[src/rtl/dmem_arbiter_if.sv]
// ---------------------------------------------------------------------------
// dmem_arbiter_if
//   Bundles every signal between the data-memory arbiter and its environment:
//   the two request ports (0 = core load/store unit, 1 = DMA/debug), the
//   shared response data, and the single-ported data memory bus.
//
//   Signal summary (directions as seen by the arbiter, i.e. the slave side):
//     r0_valid/r1_valid   in   request valid
//     r0_ready/r1_ready   out  request accepted when valid && ready at the edge
//     r0_we/r1_we         in   1 = store, 0 = load
//     r0_addr/r1_addr     in   word address, DM_ADDRESS bits
//     r0_wdata/r1_wdata   in   store data, DATA_W bits
//     r0_rsp_valid/r1_... out  one-cycle completion pulse
//     rsp_rdata           out  load data, meaningful while an rsp_valid is high
//     MemRead/MemWrite    out  memory strobes
//     a / wd              out  memory address / write data
//     rd                  in   memory read data, valid while MemRead is high
//
//   Modports:
//     slave  - the arbiter
//     master - requesters plus memory model (testbench / surrounding system)
// ---------------------------------------------------------------------------
interface dmem_arbiter_if #(
    parameter int DM_ADDRESS = 9,
    parameter int DATA_W     = 64
);
    // Port 0 request / response
    logic                  r0_valid;
    logic                  r0_ready;
    logic                  r0_we;
    logic [DM_ADDRESS-1:0] r0_addr;
    logic [DATA_W-1:0]     r0_wdata;
    logic                  r0_rsp_valid;

    // Port 1 request / response
    logic                  r1_valid;
    logic                  r1_ready;
    logic                  r1_we;
    logic [DM_ADDRESS-1:0] r1_addr;
    logic [DATA_W-1:0]     r1_wdata;
    logic                  r1_rsp_valid;

    // Shared load data
    logic [DATA_W-1:0]     rsp_rdata;

    // Data memory bus
    logic                  MemRead;
    logic                  MemWrite;
    logic [DM_ADDRESS-1:0] a;
    logic [DATA_W-1:0]     wd;
    logic [DATA_W-1:0]     rd;

    modport slave (
        input  r0_valid, r0_we, r0_addr, r0_wdata,
        input  r1_valid, r1_we, r1_addr, r1_wdata,
        input  rd,
        output r0_ready, r0_rsp_valid,
        output r1_ready, r1_rsp_valid,
        output rsp_rdata,
        output MemRead, MemWrite, a, wd
    );

    modport master (
        output r0_valid, r0_we, r0_addr, r0_wdata,
        output r1_valid, r1_we, r1_addr, r1_wdata,
        output rd,
        input  r0_ready, r0_rsp_valid,
        input  r1_ready, r1_rsp_valid,
        input  rsp_rdata,
        input  MemRead, MemWrite, a, wd
    );
endinterface

[src/rtl/dmem_arbiter.sv]
// ---------------------------------------------------------------------------
// dmem_arbiter
//   Two-port round-robin arbiter in front of a single-ported data memory.
//   Each access takes a fixed three cycles:
//     IDLE : ready offered to one requester; acceptance latches the request
//     ACC  : exactly one memory strobe with the latched address / data;
//            load data is captured into rsp_rdata at the end of this cycle
//     RSP  : one-cycle rsp_valid pulse to the owner of the access
//
//   Ports:
//     clk    in  single clock, rising edge
//     reset  in  asynchronous, active-high; aborts any in-flight access
//     bus    dmem_arbiter_if.slave - request ports, response, memory bus
//
//   Parameters:
//     DM_ADDRESS  word-address width (must match the interface instance)
//     DATA_W      data word width    (must match the interface instance)
// ---------------------------------------------------------------------------
module dmem_arbiter #(
    parameter int DM_ADDRESS = 9,
    parameter int DATA_W     = 64
) (
    input  logic          clk,
    input  logic          reset,
    dmem_arbiter_if.slave bus
);

    typedef enum logic [1:0] {
        IDLE = 2'd0,
        ACC  = 2'd1,
        RSP  = 2'd2
    } state_t;

    state_t state;

    // Port that was granted most recently (1 after reset so port 0 wins the
    // first tie) and the owner of the access currently in flight.
    logic last_grant;
    logic owner;

    // Arbitration result for this cycle; nonzero only in IDLE.
    logic grant0;
    logic grant1;

    // Payload of the winning port, selected before it is latched.
    logic                  sel_we;
    logic [DM_ADDRESS-1:0] sel_addr;
    logic [DATA_W-1:0]     sel_wdata;

    // -----------------------------------------------------------------------
    // Arbitration. Ready must follow valid within the same cycle so that a
    // request presented in the first cycle after reset can be accepted
    // immediately; hence ready is combinational. It is gated with reset so
    // that all readys are low while reset is held.
    // -----------------------------------------------------------------------
    always_comb begin
        grant0 = 1'b0;
        grant1 = 1'b0;
        if (state == IDLE && !reset) begin
            if (bus.r0_valid && bus.r1_valid) begin
                // Tie: the port that did not win last time goes now.
                grant0 = last_grant;
                grant1 = !last_grant;
            end else begin
                grant0 = bus.r0_valid;
                grant1 = bus.r1_valid;
            end
        end
    end

    always_comb begin
        bus.r0_ready = grant0;
        bus.r1_ready = grant1;
    end

    always_comb begin
        if (grant1) begin
            sel_we    = bus.r1_we;
            sel_addr  = bus.r1_addr;
            sel_wdata = bus.r1_wdata;
        end else begin
            sel_we    = bus.r0_we;
            sel_addr  = bus.r0_addr;
            sel_wdata = bus.r0_wdata;
        end
    end

    // -----------------------------------------------------------------------
    // Access sequencer. The a/wd/MemRead/MemWrite registers double as the
    // latched request: they are loaded on acceptance, so they present the
    // request during ACC and are cleared again on leaving ACC. MemRead being
    // high in ACC is therefore the latched "this is a load" flag.
    // -----------------------------------------------------------------------
    always_ff @(posedge clk or posedge reset) begin
        if (reset) begin
            state            <= IDLE;
            last_grant       <= 1'b1;
            owner            <= 1'b0;
            bus.MemRead      <= 1'b0;
            bus.MemWrite     <= 1'b0;
            bus.a            <= '0;
            bus.wd           <= '0;
            bus.rsp_rdata    <= '0;
            bus.r0_rsp_valid <= 1'b0;
            bus.r1_rsp_valid <= 1'b0;
        end else begin
            case (state)
                IDLE: begin
                    if (grant0 || grant1) begin
                        owner        <= grant1;
                        last_grant   <= grant1;
                        bus.a        <= sel_addr;
                        bus.wd       <= sel_wdata;
                        bus.MemRead  <= !sel_we;
                        bus.MemWrite <= sel_we;
                        state        <= ACC;
                    end
                end

                ACC: begin
                    if (bus.MemRead) begin
                        bus.rsp_rdata <= bus.rd;
                    end
                    bus.MemRead      <= 1'b0;
                    bus.MemWrite     <= 1'b0;
                    bus.a            <= '0;
                    bus.wd           <= '0;
                    bus.r0_rsp_valid <= !owner;
                    bus.r1_rsp_valid <= owner;
                    state            <= RSP;
                end

                RSP: begin
                    bus.r0_rsp_valid <= 1'b0;
                    bus.r1_rsp_valid <= 1'b0;
                    state            <= IDLE;
                end

                default: begin
                    state <= IDLE;
                end
            endcase
        end
    end

    // -----------------------------------------------------------------------
    // Structural invariants of the bus.
    // -----------------------------------------------------------------------
    a_strobe_onehot: assert property (@(posedge clk) disable iff (reset)
        !(bus.MemRead && bus.MemWrite));

    a_ready_onehot: assert property (@(posedge clk) disable iff (reset)
        !(bus.r0_ready && bus.r1_ready));

    a_rsp_onehot: assert property (@(posedge clk) disable iff (reset)
        !(bus.r0_rsp_valid && bus.r1_rsp_valid));

endmodule

[src/flat_wrapper.sv]
// flat-port wrapper written by rule: the top's interface ports become plain ports
module dmem_arbiter_flat 
#(
    parameter int DM_ADDRESS = 9,
    parameter int DATA_W     = 64
)
  (clk, reset, bus_r0_valid, bus_r0_we, bus_r0_addr, bus_r0_wdata, bus_r1_valid, bus_r1_we, bus_r1_addr, bus_r1_wdata, bus_rd, bus_r0_ready, bus_r0_rsp_valid, bus_r1_ready, bus_r1_rsp_valid, bus_rsp_rdata, bus_MemRead, bus_MemWrite, bus_a, bus_wd);
  dmem_arbiter_if #(.DM_ADDRESS(DM_ADDRESS), .DATA_W(DATA_W)) bus_i ();
  input  logic clk;
  input  logic reset;
  input wire logic [$bits(bus_i.r0_valid)-1:0] bus_r0_valid;
  input wire logic [$bits(bus_i.r0_we)-1:0] bus_r0_we;
  input wire logic [$bits(bus_i.r0_addr)-1:0] bus_r0_addr;
  input wire logic [$bits(bus_i.r0_wdata)-1:0] bus_r0_wdata;
  input wire logic [$bits(bus_i.r1_valid)-1:0] bus_r1_valid;
  input wire logic [$bits(bus_i.r1_we)-1:0] bus_r1_we;
  input wire logic [$bits(bus_i.r1_addr)-1:0] bus_r1_addr;
  input wire logic [$bits(bus_i.r1_wdata)-1:0] bus_r1_wdata;
  input wire logic [$bits(bus_i.rd)-1:0] bus_rd;
  output wire logic [$bits(bus_i.r0_ready)-1:0] bus_r0_ready;
  output wire logic [$bits(bus_i.r0_rsp_valid)-1:0] bus_r0_rsp_valid;
  output wire logic [$bits(bus_i.r1_ready)-1:0] bus_r1_ready;
  output wire logic [$bits(bus_i.r1_rsp_valid)-1:0] bus_r1_rsp_valid;
  output wire logic [$bits(bus_i.rsp_rdata)-1:0] bus_rsp_rdata;
  output wire logic [$bits(bus_i.MemRead)-1:0] bus_MemRead;
  output wire logic [$bits(bus_i.MemWrite)-1:0] bus_MemWrite;
  output wire logic [$bits(bus_i.a)-1:0] bus_a;
  output wire logic [$bits(bus_i.wd)-1:0] bus_wd;
  assign bus_i.r0_valid = bus_r0_valid;
  assign bus_i.r0_we = bus_r0_we;
  assign bus_i.r0_addr = bus_r0_addr;
  assign bus_i.r0_wdata = bus_r0_wdata;
  assign bus_i.r1_valid = bus_r1_valid;
  assign bus_i.r1_we = bus_r1_we;
  assign bus_i.r1_addr = bus_r1_addr;
  assign bus_i.r1_wdata = bus_r1_wdata;
  assign bus_i.rd = bus_rd;
  assign bus_r0_ready = bus_i.r0_ready;
  assign bus_r0_rsp_valid = bus_i.r0_rsp_valid;
  assign bus_r1_ready = bus_i.r1_ready;
  assign bus_r1_rsp_valid = bus_i.r1_rsp_valid;
  assign bus_rsp_rdata = bus_i.rsp_rdata;
  assign bus_MemRead = bus_i.MemRead;
  assign bus_MemWrite = bus_i.MemWrite;
  assign bus_a = bus_i.a;
  assign bus_wd = bus_i.wd;
  dmem_arbiter #(.DM_ADDRESS(DM_ADDRESS), .DATA_W(DATA_W)) u_core (.clk(clk), .reset(reset), .bus(bus_i));
endmodule
[config.mk]
export PLATFORM = sky130hd
export DESIGN_NAME = dmem_arbiter_flat
export DESIGN_NICKNAME = d
export VERILOG_FILES = /design/src/rtl/dmem_arbiter_if.sv /design/src/rtl/dmem_arbiter.sv /design/src/flat_wrapper.sv
export SDC_FILE = /design/constraint.sdc
export NUM_CORES = 1
export LEC_CHECK = 0
export CAP_MARGIN = 5
export CORE_AREA = 3 3 140 142
export DETAILED_ROUTE_END_ITERATION = 6
export DIE_AREA = 0 0 143 145
export PLACE_DENSITY_LB_ADDON = 0.1
export SETUP_SLACK_MARGIN = 0.05
export SLEW_MARGIN = 15
export SYNTH_ARGS = -nofsm -noshare
export SYNTH_HDL_FRONTEND = slang
export SYNTH_SLANG_ARGS = --single-unit
[constraint.sdc]
create_clock -name clk -period 8.3 [get_ports clk]
set_input_delay 1.66 -clock clk [delete_from_list [all_inputs] [get_ports clk]]
set_output_delay 1.66 -clock clk [all_outputs]
set_load 0.005 [all_outputs]
# Word-level counts from Yosys, hierarchy flattened

Cells that the tools add are included.

Register bits: 145
Input port bits: 216
Output and inout port bits: 143
Logic and storage cells: 45

Eq/ne operators: 3
Mux-type cells: 19
Reductions and logical operators: 13

Operator list:

| kind                 | number |
|---|---|
| $mux W64             | 2 |
| $pmux W64 S2         | 1 |
| $mux W9              | 2 |
| $pmux W9 S2          | 1 |
| $pmux W1 S2          | 4 |
| $mux W1              | 7 |
| $reduce_and A2 Y1    | 3 |
| $logic_not A1 Y1     | 4 |
| $pmux W2 S2          | 1 |
| $reduce_bool A2 Y1   | 2 |
| $eq A2 B1 Y1 const B | 1 |
| $eq A2 B2 Y1 const B | 1 |
| $logic_and A1 B1 Y1  | 2 |
| $logic_not A2 Y1     | 1 |
| $mux W2              | 1 |
| $ne A2 B2 Y1 const B | 1 |
| $logic_or A1 B1 Y1   | 1 |

# Longest topological paths before layout

Gate-level depths: netlist of run 1.

Depth in word-level cells: 7
Gate-level depth with buffers: 7
Mapped depth without buffers: 6

# Worst setup path after synthesis of run 1

Ideal clock, no wire load.

Path kind: input to output
Start point: in bus_r0_valid
End point: out bus_r1_ready
Arrival: 2,381 ps
Data required time: 6,640 ps
Path slack: 4,259 ps
Cell stages on the path: 5
Buffers on the path: 2
Cell sequence: and2_0 > clkbuf_1 > or2_1 > buf_2 > inv_1

Cells in the longest elaborated chain, start to end: 3

Ends and longest elaborated chain:

| what                | line               | source |
|---|---|---|
| start: declaration  | flat_wrapper.sv:11 | `input wire logic [$bits(bus_i.r0_valid)-1:0] bus_r0_valid;` |
| $logic_and A1 B1 Y1 | dmem_arbiter.sv:60 | `if (bus.r0_valid && bus.r1_valid) begin` |
| $mux W1             | dmem_arbiter.sv:60 |  |
| $mux W1             | dmem_arbiter.sv:59 | `if (state == IDLE && !reset) begin` |
| end: declaration    | flat_wrapper.sv:22 | `output wire logic [$bits(bus_i.r1_ready)-1:0] bus_r1_ready;` |

Every way passes these cells.

# Final worst setup path of run 1

Ends and elaborated chain as after synthesis.

==> flow_metrics.py, run 1 <==
metrics = {
    "timing": {
        "finalWorstSetupSlack_ns": 2.82,
        "timing.setup.tns_ns": 0,
        "timing.hold.ws_ns": 0.506,
        "grt_setup_unrepaired": "false",
        "layout_min_cycle_time_ns": 5.48,
        "fmaxAchievable_mhz": 182,
        "finalCritPeriodShare_pct": 66.0,
        "worst_pin_slew_ns": 1.07,
        "finalClockSkew_ns": 0.0101,
        "slew_violations": 0,
        "hold_viol": 0,
        "timing.final.setup_violations": 0,
        "timing.slew.headroom_pct": 28.9,
    },
    "die": {
        "pin_count": 359,
        "floorplan.die.width_um": 143,
        "fp.dieArea_um2": 20700,
        "floorplan.initialDensity_pct": 38.6,
        "row_count": 50,
        "fp.coreArea_um2": 18600,
        "die_height_um": 145,
    },
    "worst_setup_path": {
        "crit_fanout": 77,
        "cp.arrival_ns": 3.82,
        "reg2regPathDepth": 5,
        "crit_path_start_kind": "input pin",
        "timing.setup.critical_path_class": "in -> out",
        "timing.critical_path.to_type": "output pin",
        "worstPathRequired_ns": 6.64,
    },
    "cts": {
        "cts-buffers-inserted": 17,
        "ctsHtreeMaxLevel": 4,
        "postCtsSetupRepairBufs": 0,
        "clk_root_buffer_cell": "clkbuf_16",
        "cts.reportedPaths.clkPinSlew_ns": 0.06,
        "cts_resized": 0,
        "tritoncts_clock_tree": "done",
        "cts_hold_buf": 0,
        "clock_sinks": 145,
        "largest_buffer_count_on_any_clock_path": 2,
        "clock_insertion_delay_worst_skew_ns": 0.42,
    },
    "drt": {
        "drt-total-wl_um": 26100,
        "route.detailed.wl_per_inst_um": 22.1,
        "drtPass1Iterations": 4,
        "route.detailed.vias_per_inst": 5.80,
        "drt_iter0_markers": 422,
        "detail_route.drc_violations": 0,
        "vias": 6825,
        "ant_nets": 0,
    },
    "yosys": {
        "compound_cell_area_share_of_the_yosys_netlist_pct": 25.9,
        "synth_cells": 629,
        "synth_top_area_share_pct": 50.2,
        "ys_ff_latch": 145,
        "synth_fp_nets": 849,
        "synthesis.area_um2": 7180,
        "synth.area.top_cells": "dfrtp_1 (50%), o211ai_1 (14%), mux2_2 (11%)",
        "post-synth-top-area-cell": "dfrtp_1",
        "avgSynthCellArea_um2": 11.4,
        "yosys-mux-area-fraction_pct": 10.5,
        "synth-main-ff-cell": "dfrtp_1",
        "synth_simple_gate_area_share_pct": 6.59,
        "synth_xor_xnor_area_share_pct": 0,
        "combinational_family_with_the_most_area_after_synthesis": "compound AO/OA/AOI/OAI gates",
        "synth_sequential_area_ratio_pct": 50.6,
        "yosys_warnings": 0,
        "netlist-cell-type-count": 28,
        "asyncSetResetFlopFracSynth_pct": 100,
        "synth_enable_flop_cells": 0,
        "yosys.area_share.adder_pct": 0.697,
    },
    "pwr": {
        "power_density_nw_per_um2": 346,
        "report.power.total_mw": 3.96,
        "leakagePower_nw": 4.27,
        "vdd_drop_max_mv": 0.144,
    },
    "global_route": {
        "grt_pass1_wl_um": 41100,
        "maximum_number_of_pins_on_one_net_before_global_route_repair": 129,
        "grt_antenna_before_repair": 1,
        "grtUsageTotal_pct": 24.9,
        "grt_remaining_overflow": 0,
        "vias_in_the_first_global_route": 7162,
    },
    "flow_run": {
        "max-cap-violations": 0,
    },
    "run_status": {
        "run_status": "finished, final reports clean",
    },
    "placement": {
        "port_buffers": 358,
        "hpwl_um": 17700,
        "gp_congestion": 0.834,
        "place_worst_setup_slack_ns": 2.80,
    },
    "cells_and_area": {
        "post_synthesis_to_final_layout_area_growth_pct": 59.4,
        "layout_common_cells": "clkdlybuf4s50_1 (358), dfrtp_1 (144), o211ai_1 (138)",
        "n_fill_cell": 1471,
        "drive_above_1_share_pct": 13.8,
        "total_number_of_nets_in_the_final_design": 1149,
        "mostFrequentLayoutCell": "clkdlybuf4s50_1",
    },
    "min_path": {
        "holdPathStages": 1,
        "min-delay-path-class": "reg -> reg",
    },
}
## registers in the layout, summed over array words and instances, names as in the netlist
| name | cells |
|---|---|
| u_core.bus.MemRead | 1 |
| u_core.bus.MemWrite | 1 |
| u_core.bus.a | 9 |
| u_core.bus.r0_rsp_valid | 1 |
| u_core.bus.r1_rsp_valid | 1 |
| u_core.bus.rsp_rdata | 64 |
| u_core.bus.wd | 64 |
| u_core.last_grant | 1 |
| u_core.owner | 1 |
| u_core.state | 2 |
## power breakdown
part,switching (mW),internal (mW)
Clock,0.315,0.541
Combinational,0.771,1.05
Sequential,0.203,1.07
Total,1.29,2.67
## final cells by class
type                    instances  area (um^2)  share of cell area, %
multi-input cells             390         3160                   27.6
diodes                          1         2.50                 0.0219
flip-flops and latches        145         3630                   31.7
well taps                     234          293                   2.56
clock buffers                  18          429                   3.75
clock inverters                14          230                   2.01
repair buffers                369         3670                   32.1
inverters                       6         27.5                  0.241
## critical path, cell delays in order
cell and delay (ns):
clkdlybuf4s50_1 0.56, and2_2 0.18, buf_4 0.66, or2_2 0.25, inv_1 0.07, clkdlybuf4s50_1 0.44
## layer usage
metal | track usage [%] | vias up | share of wire [%]
met2 | 41.6 | 326 | 51
met3 | 6.89 | 41 | 8.4
met4 | 8.56 | 0 | 2.4
li1 | - | 3112 | -
met5 | 0 | - | 0
met1 | 31.0 | 3346 | 39
## cells by family (layout without fill, tap and decap cells)
kind of cell	count (synthesis)	count (layout)
DFF	145	145
other	0	1
adders and majority gates	4	4
buffers and inverters	94	407
muxes	67	67
AOI/OAI and AO/OA	229	229
and+or+nand+nor	90	90
## per-stage QoR
step                      area (um^2)  instances  util [%]
after detailed placement        10800       1144      58.0
after floorplan                  7180        629         -
after global placement          10800       1144      58.0
after global routing            11400       1177      61.6
final                           11400       1177      61.6
after CTS                       11400       1176      61.5
## Yosys cell counts (all sizes together), types with 3 or more instances
cell type	n
mux2	67
ha	4
nand3	74
nand2b	3
dfrtp	144
o2111ai	74
clkbuf	43
inv	6
o21ai	3
o211ai	148
buf	45
## final timing paths
kind / start / to / slack (ns)
max: bus_r0_valid / bus_r1_ready / 2.82
min: u_core.bus.rsp_rdata[17] / u_core.bus.rsp_rdata[17] / 0.51
max reg2reg: u_core.last_grant / u_core.bus.wd[8] / 5.60
min reg2reg: u_core.bus.rsp_rdata[17] / u_core.bus.rsp_rdata[17] / 0.51
max in group asynchronous: reset / u_core.state[1] / 4.90
min in group asynchronous: reset / u_core.bus.wd[52] / 1.89
(Power assumes the default switching activity.)
==> run 2: changes to the inputs <==
--- a/config.mk
+++ b/config.mk
@@ -6,9 +6,9 @@
 export NUM_CORES = 1
 export LEC_CHECK = 0
 export CAP_MARGIN = 5
-export CORE_AREA = 3 3 140 142
+export CORE_MARGIN = 3
+export CORE_UTILIZATION = 41
 export DETAILED_ROUTE_END_ITERATION = 6
-export DIE_AREA = 0 0 143 145
 export PLACE_DENSITY_LB_ADDON = 0.1
 export SETUP_SLACK_MARGIN = 0.05
 export SLEW_MARGIN = 15
==> constraint.sdc (replaced) <==
create_clock -name clk -period 5.13 [get_ports clk]
set_input_delay 1.026 -clock clk [delete_from_list [all_inputs] [get_ports clk]]
set_output_delay 1.026 -clock clk [all_outputs]
set_load 0.005 [all_outputs]
==> run 2 against run 1 <==
  * Sequential share of layout area is 0.087 points higher
  * Via count decreased by 0.16%
  * Design area down 0.27%
  * Count of clock-buffer cells in the layout grew 1
  * Clock power grew 58%
  * Global-route usage grew 1.4 points
  * Non-clock buffer count is 1 higher
  * Flip-flop and latch count stayed put
  * Sequential power rose by 61%
  * Hold slack worse by 0.0025 ns
  * Wire length is 1.3% lower
  * Register-to-register slack lost 2.9 ns
  * Critical path type unchanged
  * Highest routed layer unchanged
==> flow_metrics.py, run 2 (synthesis gave the netlist of run 1 again) <==
metrics = {
    "run_status": {
        "run_status": "finished, final reports clean",
    },
    "cts": {
        "clock_sinks": 145,
        "largest_buffer_count_on_any_clock_path": 2,
        "clock_insertion_delay_worst_skew_ns": 0.43,
        "tritoncts_clock_tree": "done",
        "postCtsSetupRepairBufs": 0,
        "cts.reportedPaths.clkPinSlew_ns": 0.06,
        "cts_hold_buf": 0,
        "clk_root_buffer_cell": "clkbuf_16",
        "cts_resized": 0,
        "ctsHtreeMaxLevel": 4,
        "cts-buffers-inserted": 17,
    },
    "timing": {
        "timing.hold.ws_ns": 0.504,
        "worst_pin_slew_ns": 1.06,
        "fmaxAchievable_mhz": 264,
        "timing.setup.tns_ns": 0,
        "finalWorstSetupSlack_ns": 1.35,
        "finalCritPeriodShare_pct": 73.8,
        "timing.final.setup_violations": 0,
        "slew_violations": 0,
        "finalClockSkew_ns": 0.0105,
        "hold_viol": 0,
        "grt_setup_unrepaired": "false",
        "timing.slew.headroom_pct": 29.2,
        "layout_min_cycle_time_ns": 3.78,
    },
    "drt": {
        "ant_nets": 0,
        "detail_route.drc_violations": 0,
        "route.detailed.vias_per_inst": 5.85,
        "drt_iter0_markers": 418,
        "drt-total-wl_um": 25700,
        "vias": 6814,
        "route.detailed.wl_per_inst_um": 22.1,
        "drtPass1Iterations": 5,
    },
    "cells_and_area": {
        "n_fill_cell": 1255,
        "multi_input_comb_area_um2": 3160,
        "layout_common_cells": "clkdlybuf4s50_1 (358), dfrtp_1 (144), o211ai_1 (138)",
        "post_synthesis_to_final_layout_area_growth_pct": 59.0,
        "non_filler_instances": 1164,
        "total_number_of_nets_in_the_final_design": 1150,
        "postLayoutCellArea_um2": 11400,
        "drive_above_1_share_pct": 13.9,
        "mostFrequentLayoutCell": "clkdlybuf4s50_1",
        "utilization_pct": 67.6,
        "sequential_cell_area_um2": 3630,
        "largestRegisters": "u_core.bus.rsp_rdata: 64 flops, u_core.bus.wd: 64 flops, u_core.bus.a: 9 flops",
    },
    "die": {
        "floorplan.initialDensity_pct": 42.5,
        "pin_count": 359,
        "fp.dieArea_um2": 19100,
        "die_height_um": 138,
        "row_count": 47,
        "fp.coreArea_um2": 16900,
        "floorplan.die.width_um": 138,
    },
    "worst_setup_path": {
        "timing.setup.critical_path_class": "in -> out",
        "cp.arrival_ns": 2.76,
        "timing.critical_path.to_type": "output pin",
        "crit_path_start_kind": "input pin",
        "regToRegSetupSlack_ns": 2.70,
        "crit_fanout": 6,
        "worstPathRequired_ns": 4.10,
    },
    "global_route": {
        "grt_antenna_before_repair": 1,
        "maximum_number_of_pins_on_one_net_before_global_route_repair": 115,
        "grt_remaining_overflow": 0,
        "grtUsageTotal_pct": 26.4,
        "grt_pass1_wl_um": 40600,
        "vias_in_the_first_global_route": 7141,
    },
    "pwr": {
        "report.power.total_mw": 6.36,
        "vdd_drop_max_mv": 0.262,
        "power_density_nw_per_um2": 558,
        "leakagePower_nw": 4.25,
    },
    "placement": {
        "post_dp_cell_area_um2": 10800,
        "hpwl_um": 17900,
        "place_worst_setup_slack_ns": 1.33,
        "numPlacedInstances": 1131,
        "port_buffers": 358,
        "gp_congestion": 0.834,
    },
    "min_path": {
        "min-delay-path-class": "reg -> reg",
    },
    "flow_run": {
        "max-cap-violations": 0,
    },
}
run 2: cell count changes in the layout (fill, tap and decap cells not counted):
cell        change
clkinvlp_4      +2
bufinv_16       -1
buf_6           -1
clkinv_2        -1
clkbuf_8        +1
clkinv_4        -3
buf_4           +2
inv_6           +3
inv_8           -1
run 2: worst paths after layout:
path                                          start                       end  depth (start not counted)
max in group asynchronous                     reset   u_core.bus.rsp_rdata[4]                          3
hold / removal             u_core.bus.rsp_rdata[23]  u_core.bus.rsp_rdata[23]                          1
setup reg to reg                    u_core.state[0]         u_core.bus.wd[57]                          6
hold reg to reg            u_core.bus.rsp_rdata[23]  u_core.bus.rsp_rdata[23]                          1
setup / recovery                              reset              bus_r1_ready                          5
min in group asynchronous                     reset         u_core.bus.wd[53]                          2
run 2: per-layer routing:
layer  track usage, %  vias to the layer above  part of all wire (%)
met5                0                        -                     0
met4             9.67                        0                   3.3
met3             8.08                       48                   7.3
met2             45.6                      314                    52
met1             31.0                     3339                    38
li1                 -                     3113                     -
run 2: worst max-delay path, cell delays in order:
cell and delay (ns):
clkdlybuf4s50_1 0.57, nand3b_1 0.25, or2_2 0.30, inv_1 0.10, clkdlybuf4s50_1 0.51
run 2: cell type report:
cell class | instances | share of cell area (%)
Timing Repair Buffer | 370 | 32.2
Sequential cell | 145 | 31.8
Multi-Input combinational cell | 390 | 27.7
Clock buffer | 19 | 3.88
Tap cell | 220 | 2.41
Clock inverter | 13 | 1.74
Inverter | 6 | 0.241
Antenna cell | 1 | 0.0219
run 2: where the power goes:
part	switching, mW	internal [mW]	leakage (nW)
clock network	0.512	0.838	0.307
registers	0.326	1.74	1.81
logic	1.24	1.70	2.13
total	2.08	4.28	4.25
==> run 3: changes to the inputs <==
--- a/config.mk
+++ b/config.mk
@@ -7,7 +7,7 @@
 export LEC_CHECK = 0
 export CAP_MARGIN = 5
 export CORE_MARGIN = 3
-export CORE_UTILIZATION = 41
+export CORE_UTILIZATION = 37
 export DETAILED_ROUTE_END_ITERATION = 6
 export PLACE_DENSITY_LB_ADDON = 0.1
 export SETUP_SLACK_MARGIN = 0.05
==> constraint.sdc (replaced) <==
create_clock -name clk -period 3.2 [get_ports clk]
set_input_delay 0.64 -clock clk [delete_from_list [all_inputs] [get_ports clk]]
set_output_delay 0.64 -clock clk [all_outputs]
set_load 0.005 [all_outputs]
==> run 3 against run 2 <==
  * Hold slack about the same
  * Flip-flop and latch count unchanged
  * First-iteration DRC count increased by 1.4%
  * Clock skew increased by 0.0037 ns
  * Wire length increased by 2.2%
  * Critical path depth increased by 1
  * Design area increased by 1.3%
  * Sequential power increased by 61%
  * Non-clock buffer count increased by 6
  * Cell count increased by 3.9%
  * Register-to-register slack got worse by 1.8 ns
  * Combinational power increased by 62%
==> flow_metrics.py, run 3 (synthesis gave the netlist of run 1 again) <==
metrics = {
    "global_route": {
        "vias_in_the_first_global_route": 7206,
        "grt_remaining_overflow": 0,
        "grtUsageTotal_pct": 24.7,
        "maximum_number_of_pins_on_one_net_before_global_route_repair": 135,
        "grt_antenna_before_repair": 0,
        "grt_pass1_wl_um": 42000,
    },
    "run_status": {
        "run_status": "finished, final reports clean",
    },
    "cts": {
        "cts_resized": 0,
        "clock_insertion_delay_worst_skew_ns": 0.43,
        "cts.reportedPaths.clkPinSlew_ns": 0.06,
        "ctsHtreeMaxLevel": 4,
        "tritoncts_clock_tree": "done",
        "largest_buffer_count_on_any_clock_path": 2,
        "clock_sinks": 145,
        "cts_hold_buf": 0,
        "clk_root_buffer_cell": "clkbuf_16",
        "cts-buffers-inserted": 17,
        "postCtsSetupRepairBufs": 0,
    },
    "drt": {
        "route.detailed.vias_per_inst": 5.72,
        "drt-total-wl_um": 26300,
        "route.detailed.wl_per_inst_um": 21.8,
        "vias": 6918,
        "detail_route.drc_violations": 0,
        "drt_iter0_markers": 424,
        "drtPass1Iterations": 5,
        "ant_nets": 0,
    },
    "min_path": {
        "holdCritStartpoint": "u_core.bus.rsp_rdata[2]",
        "min-delay-path-class": "reg -> reg",
        "min_delay_worst_endpoint": "u_core.bus.rsp_rdata[2]",
        "holdPathStages": 1,
    },
    "timing": {
        "layout_min_cycle_time_ns": 2.86,
        "hold_viol": 0,
        "finalCritPeriodShare_pct": 89.4,
        "timing.setup.tns_ns": 0,
        "timing.slew.headroom_pct": 39.9,
        "grt_setup_unrepaired": "false",
        "timing.hold.ws_ns": 0.504,
        "finalClockSkew_ns": 0.0142,
        "finalWorstSetupSlack_ns": 0.341,
        "timing.final.setup_violations": 0,
        "slew_violations": 0,
        "worst_pin_slew_ns": 0.902,
        "fmaxAchievable_mhz": 350,
    },
    "cells_and_area": {
        "largestRegisters": "u_core.bus.rsp_rdata: 64 flops, u_core.bus.wd: 64 flops, u_core.bus.a: 9 flops",
        "layout_common_cells": "clkdlybuf4s50_1 (358), dfrtp_1 (144), o211ai_1 (138)",
        "post_synthesis_to_final_layout_area_growth_pct": 61.0,
        "num_antenna_cells": 0,
        "total_number_of_nets_in_the_final_design": 1156,
        "mostFrequentLayoutCell": "clkdlybuf4s50_1",
        "non_filler_instances": 1209,
        "drive_above_1_share_pct": 14.5,
        "utilization_pct": 61.2,
    },
    "placement": {
        "numPlacedInstances": 1177,
        "port_buffers": 358,
        "place_worst_setup_slack_ns": 0.356,
        "hpwl_um": 18100,
        "gp_congestion": 0.797,
    },
    "pwr": {
        "power.net_switching_mw": 3.39,
        "combPwrFrac_pct": 47.1,
        "vdd_drop_max_mv": 0.381,
        "clock_power_share_pct": 20.3,
        "p_int_mw": 6.78,
        "seq_power_share_pct": 32.7,
        "power_density_nw_per_um2": 880,
        "leakagePower_nw": 4.30,
        "swShare_pct": 33.3,
    },
    "die": {
        "fp.dieArea_um2": 21100,
        "row_count": 50,
        "pin_count": 359,
        "fp.coreArea_um2": 18900,
        "floorplan.initialDensity_pct": 38.0,
        "die_height_um": 145,
        "floorplan.die.width_um": 145,
    },
    "worst_setup_path": {
        "timing.setup.critical_path_class": "reg -> out",
        "timing.critical_path.to_type": "output pin",
        "critical_path.n_buffers_inverters": 3,
        "regToRegSetupSlack_ns": 0.90,
        "worstPathRequired_ns": 2.56,
        "crit_slowest_cell": "clkdlybuf4s50_1",
        "cell_chain_critical_path": "inv_1 > ha_1 > nand3b_1 > or2_4 > inv_1 > clkdlybuf4s50_1",
        "cp.arrival_ns": 2.22,
        "reg2regPathDepth": 6,
        "critical-path-max-stage-delay_ns": 0.51,
        "path_delay_family": "buffers and inverters",
        "crit_fanout": 6,
        "rr_endpoint": "u_core.bus.MemRead",
        "cpMostUsedCell": "inv_1",
        "crit_path_start_kind": "register",
        "reg2reg_from": "u_core.state[0]",
    },
    "flow_run": {
        "max-cap-violations": 0,
    },
}
-- run 3: cell types whose count changed in the layout (fill, tap and decap cells not counted) --
cell        previous run  this run
or2_2                  1         0
buf_4                 12        11
clkbuf_1               1         0
inv_8                  1         3
inv_6                  5         4
or2_4                  1         2
clkinvlp_4             2         4
buf_12                 0         7
bufinv_16              4         2
diode_2                1         0
-- run 3: worst max path at each step --
stage | startpoint | to | slack (ns) | depth (start not counted)
2_1_floorplan | reset | u_core.bus.MemRead | 0.74 | 1
3_3_place_gp | bus_r0_valid | bus_r1_ready | 0.39 | 5
3_5_place_dp | bus_r0_valid | bus_r1_ready | 0.36 | 5
4_1_cts | u_core.state[0] | bus_r1_ready | 0.32 | 6
5_1_grt | u_core.state[1] | bus_r1_ready | 0.21 | 6
6_report | u_core.state[0] | bus_r1_ready | 0.34 | 6
-- run 3: power by group through the flow --
stage                     Combinational (mW)  Clock (mW)  Sequential [mW]
after floorplan                         1.98           0             3.34
after global placement                  4.73           0             3.29
after detailed placement                4.83           0             3.35
after CTS                               4.85        2.09             3.33
after global routing                    5.15        2.18             3.44
final                                   4.78        2.06             3.32
-- run 3: layout make-up --
cell class	instances	area [um^2]
Timing Repair Buffer	376	3810
Clock inverter	14	169
Multi-Input combinational cell	390	3160
Sequential cell	145	3630
Fill cell	1532	7340
Inverter	6	26.3
Clock buffer	18	439
Tap cell	260	325
-- run 3: stage by stage --
stage	instance area, um^2	power, mW
finish	11600	10.2
CTS	11600	10.3
detailed placement	10900	8.18
floorplan	7180	5.32
global placement	10900	8.03
global route	11600	10.8
-- run 3: per-layer routing --
metal,track usage (%),up-vias,share of wire [%]
li1,-,3127,-
met1,30.3,3418,39
met2,41.8,334,51
met3,8.12,39,8.0
met4,6.98,0,2.0
met5,0,-,0
